===== config.mk =====
export PLATFORM = sky130hd
export DESIGN_NAME = scan_seq8
export DESIGN_NICKNAME = d
export VERILOG_FILES = /design/src/rtl/scan_seq8.sv
export SDC_FILE = /design/constraint.sdc
export NUM_CORES = 1
export LEC_CHECK = 0
export BUFFER_PORTS_ARGS = -buffer_cell sky130_fd_sc_hd__buf_2
export CAP_MARGIN = 15
export CORE_ASPECT_RATIO = 1.25
export CORE_MARGIN = 1.5
export CORE_UTILIZATION = 55
export CTS_BUF_LIST = sky130_fd_sc_hd__clkbuf_16
export DETAILED_ROUTE_END_ITERATION = 7
export PLACE_DENSITY_LB_ADDON = 0.25
export SYNTH_ARGS = -nofsm -noshare
export SYNTH_HDL_FRONTEND = slang
export SYNTH_SLANG_ARGS = --single-unit

===== constraint.sdc =====
create_clock -name clk -period 11.45 [get_ports clk]
set_clock_uncertainty 0.2 [all_clocks]
set_input_delay 0.5725 -clock clk [delete_from_list [all_inputs] [get_ports clk]]
set_output_delay 0.5725 -clock clk [all_outputs]
set_load 0.005 [all_outputs]

===== src/rtl/scan_seq8.sv =====
// scan_seq8 -- eight-channel scan sequencer.
//
// A programmable prescaler paces a channel selector that visits the enabled
// channels in turn, ascending or descending. The selector drives the 3-bit
// code {a,b,c} to a downstream 3-to-8 decoder, with a as the MSB.
//
// Ports:
//   clk       sole clock; state updates on the rising edge
//   rst_n     asynchronous, active-low reset
//   en        scan enable; 0 freezes the prescaler and the selection
//   div       dwell period; the selector steps once every div+1 enabled cycles
//   mask      per-channel enable; bit i = 1 means channel i is scanned
//   dir       0 = ascending (0->7), 1 = descending (7->0)
//   load      synchronous load request; has priority over an advance
//   load_sel  channel to load
//   a, b, c   registered channel select, a is the MSB
//   valid     select is an enabled channel and the block is running
//   step      one-cycle pulse, aligned with a select that has just advanced
//   wrap      one-cycle pulse with step when the advance crossed 7/0
module scan_seq8 #(
  parameter int DIV_W = 16
) (
  input  logic             clk,
  input  logic             rst_n,
  input  logic             en,
  input  logic [DIV_W-1:0] div,
  input  logic [7:0]       mask,
  input  logic             dir,
  input  logic             load,
  input  logic [2:0]       load_sel,
  output logic             a,
  output logic             b,
  output logic             c,
  output logic             valid,
  output logic             step,
  output logic             wrap
);

  typedef enum logic {
    IDLE = 1'b0,
    RUN  = 1'b1
  } state_t;

  state_t           state;
  state_t           state_nx;
  logic [DIV_W-1:0] cnt;
  logic [2:0]       sel;
  logic [2:0]       sel_nx;
  logic [2:0]       cand;
  logic [2:0]       nearest;
  logic             found;
  logic             active;
  logic             tick;
  logic             advance;
  logic             crossed;

  assign {a, b, c} = sel;

  // Nearest enabled channel other than the current one, in scan direction.
  // The loop runs from the farthest distance inwards so that the closest
  // match is the last one written. 3-bit arithmetic wraps modulo 8.
  always_comb begin
    found   = 1'b0;
    nearest = sel;
    cand    = sel;
    for (int i = 7; i >= 1; i--) begin
      cand = dir ? (sel - 3'(i)) : (sel + 3'(i));
      if (mask[cand]) begin
        found   = 1'b1;
        nearest = cand;
      end
    end
  end

  // The prescaler only runs while the block is in RUN and en is still high;
  // >= rather than == means a div lowered below cnt ticks at once.
  assign active  = (state == RUN) && en;
  assign tick    = active && (cnt >= div);
  assign advance = tick && found && !load;
  assign crossed = dir ? (nearest > sel) : (nearest < sel);

  assign state_nx = (en && (mask != 8'h00)) ? RUN : IDLE;

  always_comb begin
    sel_nx = sel;
    if (load) begin
      sel_nx = load_sel;
    end else if (advance) begin
      sel_nx = nearest;
    end
  end

  always_ff @(posedge clk or negedge rst_n) begin
    if (!rst_n) begin
      state <= IDLE;
      cnt   <= '0;
      sel   <= 3'b000;
      valid <= 1'b0;
      step  <= 1'b0;
      wrap  <= 1'b0;
    end else begin
      state <= state_nx;
      sel   <= sel_nx;
      // valid is computed from the next state and select so that it lines up
      // with them and follows a mask change one cycle later.
      valid <= (state_nx == RUN) && mask[sel_nx];
      step  <= advance;
      wrap  <= advance && crossed;
      if (load) begin
        cnt <= '0;
      end else if (tick) begin
        cnt <= '0;
      end else if (active) begin
        cnt <= cnt + DIV_W'(1);
      end
    end
  end

endmodule


# ---- Word level (Yosys, flattened, before mapping)
# Index checks and enable logic that the tools add are counted.
# W data, S select, Z words.
dict set report word_totals {
  reg_bits 23
  input_bits 32
  out_inout_bits 6
  elab_cells 86
}
dict set report classes {
  add_sub_neg 15
  n_lt_le_gt_ge 11
  n_mux 44
  reduce_logical 10
}
# cell count
set ops {}
lappend ops {{$mux W16} 3}
lappend ops {{$mux W3} 16}
lappend ops {{$lt A3 B4 Y1 const B} 8}
lappend ops {{$bmux W1 S3} 8}
lappend ops {{$mux W1} 17}
lappend ops {{$add A16 B1 Y16 const B} 1}
lappend ops {{$ge A16 B16 Y1} 1}
lappend ops {{$add A3 B3 Y3 const B} 4}
lappend ops {{$sub A3 B3 Y3 const B} 4}
lappend ops {{$reduce_bool A8 Y1} 1}
lappend ops {{$logic_and A1 B1 Y1} 7}
lappend ops {{$add A3 B2 Y3 const B} 2}
lappend ops {{$sub A3 B2 Y3 const B} 2}
lappend ops {{$add A3 B1 Y3 const B} 1}
lappend ops {{$gt A3 B3 Y1} 1}
lappend ops {{$lt A3 B3 Y1} 1}
lappend ops {{$reduce_bool A3 Y1} 1}
lappend ops {{$sub A3 B1 Y3 const B} 1}
lappend ops {{$logic_not A1 Y1} 1}

# ---- Depth between registers and ports, before layout
# Gate-level depths: netlist (run 1).
dict set report depth {
  ltp_word 18
  mapped_depth 17
  mapped_depth_nobuf 14
}

# ---- Worst setup path before layout (run 1)
# OpenSTA, ideal clock, no wires.
dict set report synth_timing {
  path_kind {register to register}
  start {register sel[0]}
  end {register valid}
  setup_ns 0.119
  arrival_time_ns 3.862
  t_required_ns 11.131
  path_slack_ns 7.269
  stages_incl_launch_ff 16
  n_path_buf 4
  synth_period_minus_slack_ns 4.181
  cell_sequence {dfrtp_1 -> buf_6 -> buf_8 -> inv_1 -> fa_1 -> buf_2 -> mux4_2 -> or4_1 -> nor3_2 -> a211o_1 -> buf_6 -> nand3b_1 -> and3_4 -> mux2_4 -> o221a_1 -> o21a_1}
}
dict set report synth_between {
  elab_chain_cells 18
  elab_cells_between_ends 56
  classes_between {add/sub (14); mux (39); reduce/logical (3)}
}
# item line
set synth_lines {}
lappend synth_lines {{start, declared} 47} ;# logic [2:0] sel;
lappend synth_lines {{start signal, assigned} 103} ;# sel <= sel_nx;
lappend synth_lines {{$add A3 B3 Y3 / $sub A3 B3 Y3 (equally long branches)} 67} ;# cand = dir ? (sel - 3'(i)) : (sel + 3'(i));
lappend synth_lines {{$mux W3} 67}
lappend synth_lines {{$bmux W1 S3} 68} ;# if (mask[cand]) begin
lappend synth_lines {{$mux W1 (not written as such)} 68}
lappend synth_lines {{$mux W1 (7 in a row)} 68}
lappend synth_lines {{$logic_and A1 B1 Y1 (2 in a row)} 79} ;# assign advance = tick && found && !load;
lappend synth_lines {{$mux W3 *} 88} ;# end else if (advance) begin
lappend synth_lines {{$mux W3 *} 86} ;# if (load) begin
lappend synth_lines {{via sel_nx[0]} 48} ;# logic [2:0] sel_nx;
lappend synth_lines {{$bmux W1 S3 *} 106} ;# valid <= (state_nx == RUN) && mask[sel_nx];
lappend synth_lines {{$mux W1 (not written as such) *} 106}
lappend synth_lines {{$logic_and A1 B1 Y1 *} 106}
lappend synth_lines {{end signal, assigned} 106}
lappend synth_lines {{end, declared} 34} ;# output logic valid,
# The timed path passes the listed nets; every way through them passes the cells marked *. The select of a mux whose other input is x is not followed.
# A chain may end at the register's enable or synchronous reset.

# ---- Final worst setup path (run 1)
# Ends and elaborated chain as after synthesis.

==> out/summary.txt, run 1 <==
Seq cells post-synth - 23
routability cong. - 0.880
antenna violations before repair - 0
Final Cell Area - 2740 sq um
Setup CP Type - reg2reg
clock buffer depth - 2
Async S/R FF share, synth - 100%
initial cell density of the core - 56.9%
Yosys warning count - 0
Tcrit/Tclk final - 43.1%
Core Util, Final - 62.8%
slowest stage delay, CP - 0.87 ns
CP max stage cell - dfrtp_1
vias - 2220
vias in the first global route - 2096
Sink Count - 23
die area - 4920 sq um
most frequent cells in the layout - 37 x buf_2, 31 x o21ai_0, 28 x inv_1
largest net degree at the start of global routing - 29
total CTS buffers - 3
cell family with most CP delay - simple AND/OR/NAND/NOR gates
Hold Path Class - in2async
post_cts resized - 0
Max Freq - 202 MHz
Die Wd - 63.1 microns
boundary pin count - 38
Distinct cells, synth - 56
CP cell instances - inv_1 -> fa_1 -> mux4_2 -> or4_1 -> nor3_2 -> a211o_1 -> nand3b_1 -> and3_4 -> mux2_4 -> o221a_1 -> o21a_1
startpoint types - register
final hold slack - 0.0917 ns
Max-slew headroom - 31.5%
CTS Root Cell - clkbuf_16
Non-Filler Instances - 373
Max VDD drop - 0.0000728 V
wire length per cell - 15.0 microns
global-route wire length before repair - 9.54 mm
TritonCTS clock tree - yes
CTS hold repair buffers - 0
clk_lat worst skew - 0.25 ns
FF/Latch Area - 576 sq um
worst slew pin tran - 1.00 ns
number of vias per cell - 5.95
Net Count, Synth - 340
unrepaired setup endpoints after global routing - no
Area after DPL - 2660 sq um
nets@finish - 370
Total Routing Usage GR - 23.7%
element type at the critical path end - register
Mapped Area - 2480 sq um
setup TNS - 0 ns
placed cells - 369
Post-CTS Repair Setup Buffers - 0
Fin. Hold Viols - 0
Core Rows - 27
Residual DRC - 0
Initial DRT Pass Iterations - 5
grt ovf - 0
ys flop type - dfrtp_1
Ant. Diodes - 0
status - finished clean
clk slew on worst S/H paths - 0.06 ns
Max-cap violations - 0
most common cell after layout, fill and taps aside - buf_2
H-tree depth - 1
area of the multi-input gates - 1720 sq um
Antenna Violating Nets Remaining - 0
WP data required - 11.39 ns
initial DRC count - 97
fillcell total - 385
register area share after synthesis - 23.2%
P_leak - 1.35 nW
Mapped Avg Cell Area - 8.67 sq um
Setup-failing EPs final - 0
area delta synth->final - 10.4%
hpwl dp - 4.32 mm
Critical Path Fanout Max - 18
Slew Limit Fails - 0
WP buf/inv - 1
EDFF count, synth - 0
total wire length - 5.58 mm
PD cells - 126 nW/um^2
core area - 4360 sq um
Die Y - 78.1 microns
fraction of layout cells with a size suffix above 1 - 18.4%
IO Port Bufs - 37
Worst Path Arrival - 4.88 ns
post-synthesis cell count - 286
minimum clock period - 4.94 ns
-- layer usage --
metal | share of wire [%] | GRT usage, % | wire [microns] | vias up
met1 | 46 | 31.1 | 2570 | 1054
met3 | 3.1 | 1.58 | 173 | 4
met2 | 50 | 43.4 | 2810 | 58
met5 | 0 | 0 | 0 | -
met4 | 0.52 | 4.22 | 29 | 0
li1 | - | - | - | 1104
-- stage by stage --
stage	worst slack [ns]	power, W
finish	6.51	0.000345
global route	6.25	0.000368
CTS	6.53	0.000345
detailed placement	6.55	0.000270
global placement	6.72	0.000268
floorplan	7.27	0.000239
-- worst paths after layout --
kind | slack, ns | cells after the start | start | end
hold / removal | 0.09 | 1 | rst_n | cnt[14]
setup / recovery | 6.51 | 11 | sel[0] | valid
setup reg to reg | 6.51 | 11 | sel[0] | valid
min in group clk | 0.33 | 1 | cnt[10] | cnt[10]
max in group asynchronous | 10.61 | 1 | rst_n | cnt[5]
hold reg to reg | 0.33 | 1 | cnt[10] | cnt[10]
-- cell families after synthesis --
| family | after synthesis | share of synthesized area [%] |
|---|---|---|
| compound gates | 74 | 19.0 |
| xor+xnor | 7 | 4.74 |
| fa+ha+maj | 22 | 11.7 |
| buf+inv | 39 | 7.27 |
| flops | 23 | 23.2 |
| mux | 18 | 12.8 |
| simple gates | 103 | 21.3 |
-- cell type report --
cell class              count  share of cell area [%]
clock buffers               3                    2.74
multi-input cells         224                    63.0
clock inverters             1                   0.137
well taps                  58                    2.65
flip-flops and latches     23                    21.0
inverters                  27                    3.70
repair buffers             37                    6.76
-- registers in the layout, summed over array words and instances (netlist names) --
name and count:
cnt 16, sel 3, step 1, valid 1, state 1, wrap 1
-- worst register-to-register path, cell delays in order, from the launching register on --
cell and delay, ns:
dfrtp_1 0.87, inv_1 0.23, fa_1 0.79, mux4_2 0.60, or4_1 0.56, nor3_2 0.14
a211o_1 0.32, nand3b_1 0.20, and3_4 0.22, mux2_4 0.29, o221a_1 0.22, o21a_1 0.18
-- power breakdown --
| part | internal, W | total [W] | switching, W |
|---|---|---|---|
| Combinational | 0.0000872 | 0.000177 | 0.0000895 |
| Clock | 0.0000466 | 0.0000745 | 0.0000279 |
| Sequential | 0.0000838 | 0.0000942 | 0.0000105 |
| Total | 0.000218 | 0.000345 | 0.000128 |
-- synth_stat cells, drive strengths merged (4+ instances only) --
cell | instances | area, sq um
inv | 27 | 101
and3 | 12 | 80.1
buf | 7 | 60.1
dfrtp | 23 | 576
a31oi | 5 | 31.3
o21ai | 31 | 155
nand2 | 20 | 75.1
mux2 | 4 | 48.8
o21a | 4 | 30.0
a21oi | 8 | 43.8
nor2 | 25 | 93.8
nand2b | 15 | 93.8
o211ai | 5 | 37.5
mux4 | 10 | 225
mux2i | 4 | 43.8
nand3 | 10 | 50.1
nor3 | 6 | 35.0
clkbuf | 5 | 18.8
ha | 20 | 250
(Power assumes the default switching activity.)
==> run 2, diff against run 1 <==
==> constraint.sdc (replaced) <==
create_clock -name clk -period 4.8 [get_ports clk]
set_clock_uncertainty 0.2 [all_clocks]
set_input_delay 0.24 -clock clk [delete_from_list [all_inputs] [get_ports clk]]
set_output_delay 0.24 -clock clk [all_outputs]
set_load 0.005 [all_outputs]
==> out/summary.txt, run 2 (synthesis gave the netlist of run 1 again) <==
initial DRC count - 66 (-32%)
vias in the first global route - 2178 (+3.9%)
cell family with most CP delay - simple AND/OR/NAND/NOR gates
Tcrit/Tclk final - 87.3% (+44 points)
total wire length - 5.62 mm (+0.70%)
hpwl dp - 4.37 mm (+1.3%)
Hold Path Class - in2reg
Setup WS post-layout - 0.611 ns (-5.90 ns)
CP max stage cell - fa_1
unrepaired setup endpoints after global routing - no
worst reg-to-reg setup slack - 0.61 ns (-5.90 ns)
CTS hold repair buffers - 1 (+1)
Residual DRC - 0 (unchanged)
area delta synth->final - 11.7%
core area - 4360 sq um (unchanged)
Post-CTS Repair Setup Buffers - 0 (unchanged)
CP cell instances - inv_1 -> fa_1 -> mux4_2 -> or4_1 -> nor3_2 -> a211o_1 -> nand3b_1 -> and3_4 -> mux2_4 -> o221a_1 -> o21a_1
WP data required - 4.75 ns (-6.64 ns)
post_cts resized - 0 (unchanged)
Reg with most FFs - cnt
Sink Count - 23 (unchanged)
worst reg2reg path depth - 11 (unchanged)
WP buf/inv - 1 (unchanged)
Critical Path Fanout Max - 10 (-8)
Antenna Violating Nets Remaining - 0 (unchanged)
clock buffer depth - 2 (unchanged)
beginning of the worst hold path - en
Die Y - 78.1 microns (unchanged)
slowest stage delay, CP - 0.75 ns (-0.12 ns)
status - finished clean
IO Port Bufs - 37 (unchanged)
total CTS buffers - 3 (unchanged)
largest net degree at the start of global routing - 29 (unchanged)
initial cell density of the core - 56.9% (unchanged)
die area - 4920 sq um (unchanged)
clk slew on worst S/H paths - 0.06 ns (about the same)
P_leak - 1.37 nW (+1.3%)
Fin. Hold Viols - 0 (unchanged)
PD cells - 300 nW/um^2 (+140%)
routability cong. - 0.943 (+7.2%)
most frequent cells in the layout - 37 x buf_2, 31 x o21ai_0, 28 x inv_1
TritonCTS clock tree - yes
WHS Path Cells - 3
Hold Path Sink - state
number of vias per cell - 5.87 (-1.4%)
Slew Limit Fails - 0 (unchanged)
Initial DRT Pass Iterations - 4 (-1)
Setup-failing EPs final - 0 (unchanged)
Setup CP Type - reg2reg
vias - 2212 (-0.36%)
Total Routing Usage GR - 24.6% (+0.92 points)
CP Depth - 11 (unchanged)
Largest register FFs - 16 (unchanged)
biggest regs - cnt: 16 flops, sel: 3 flops
Max-slew headroom - 37.7% (+6.1 points)
R2R Path End - valid
Flop pwr share - 24.8% (-2.5 points)
worst slew pin tran - 0.911 ns (-0.0894 ns)
minimum clock period - 4.19 ns (-0.750 ns)
R2R Path Start - sel[1]
Worst Path Arrival - 4.13 ns (-0.75 ns)
Power Internal - 0.000524 W (+140%)
wire length per cell - 14.9 microns (-0.37%)
setup TNS - 0 ns (unchanged)
worst slack, placed - 0.595 ns (-5.96 ns)
H-tree depth - 1 (unchanged)
boundary pin count - 38 (unchanged)
fraction of layout cells with a size suffix above 1 - 19.1% (+0.71 points)
Max VDD drop - 0.000153 V (+110%)
switch share - 37.1% (+0.057 points)
global-route wire length before repair - 9.84 mm (+3.2%)
CTS Root Cell - clkbuf_16
Core Rows - 27 (unchanged)
Max Freq - 239 MHz (+18%)
Die Wd - 63.1 microns (unchanged)
most common cell after layout, fill and taps aside - buf_2
Ant. Diodes - 0 (unchanged)
net switching power - 0.000308 W (+140%)
Max-cap violations - 0 (unchanged)
clk_lat worst skew - 0.25 ns (about the same)
element type at the critical path end - register
logic gate share of total power - 53.6% (+2.4 points)
antenna violations before repair - 0 (unchanged)
startpoint types - register
nets@finish - 374 (+1.1%)
grt ovf - 0 (unchanged)
Clk pwr share - 21.6% (about the same)
run 2: cell type report:
cell class	count	area, sq um
inverters	27	101
fillers	394	1590
flip-flops and latches	23	576
well taps	58	72.6
repair buffers	41	218
clock inverters	1	3.75
clock buffers	3	75.1
multi-input cells	224	1720
run 2: worst min-delay path, stage by stage:
cell and delay (ns):
buf_2 0.10, inv_1 0.04, a31oi_1 0.04
run 2: worst max path at each step:
stage,startpoint,end
after floorplan,sel[0],valid
after global placement,sel[1],valid
after detailed placement,sel[1],valid
after CTS,sel[1],valid
after global routing,sel[1],valid
final,sel[1],valid
run 2: power groups by stage:
stage	clock, W	sequential (W)	combinational (W)
detailed placement	0	0.000210	0.000440
floorplan	0	0.000210	0.000360
global placement	0	0.000210	0.000433
global route	0.000191	0.000207	0.000494
finish	0.000179	0.000206	0.000446
CTS	0.000182	0.000206	0.000444
run 2: routing by layer:
metal	part of all wire (%)	track usage [%]	vias to the layer above
met3	3.5	1.43	2
met4	0.48	5.78	0
met2	52	45.1	45
li1	-	-	1106
met1	44	31.8	1059
met5	0	0	-
run 2: stage by stage:
stage / cell area, sq um / cells / util [%] / power [W] / hold WS, ns
after floorplan: 2480 / 286 / - / 0.000570 / -0.256
after global placement: 2680 / 372 / 61.5 / 0.000643 / 0.0558
after detailed placement: 2680 / 372 / 61.5 / 0.000650 / 0.0594
after CTS: 2770 / 377 / 63.6 / 0.000833 / 0.0169
after global routing: 2770 / 377 / 63.6 / 0.000893 / 0.0376
final: 2770 / 377 / 63.6 / 0.000832 / 0.0144
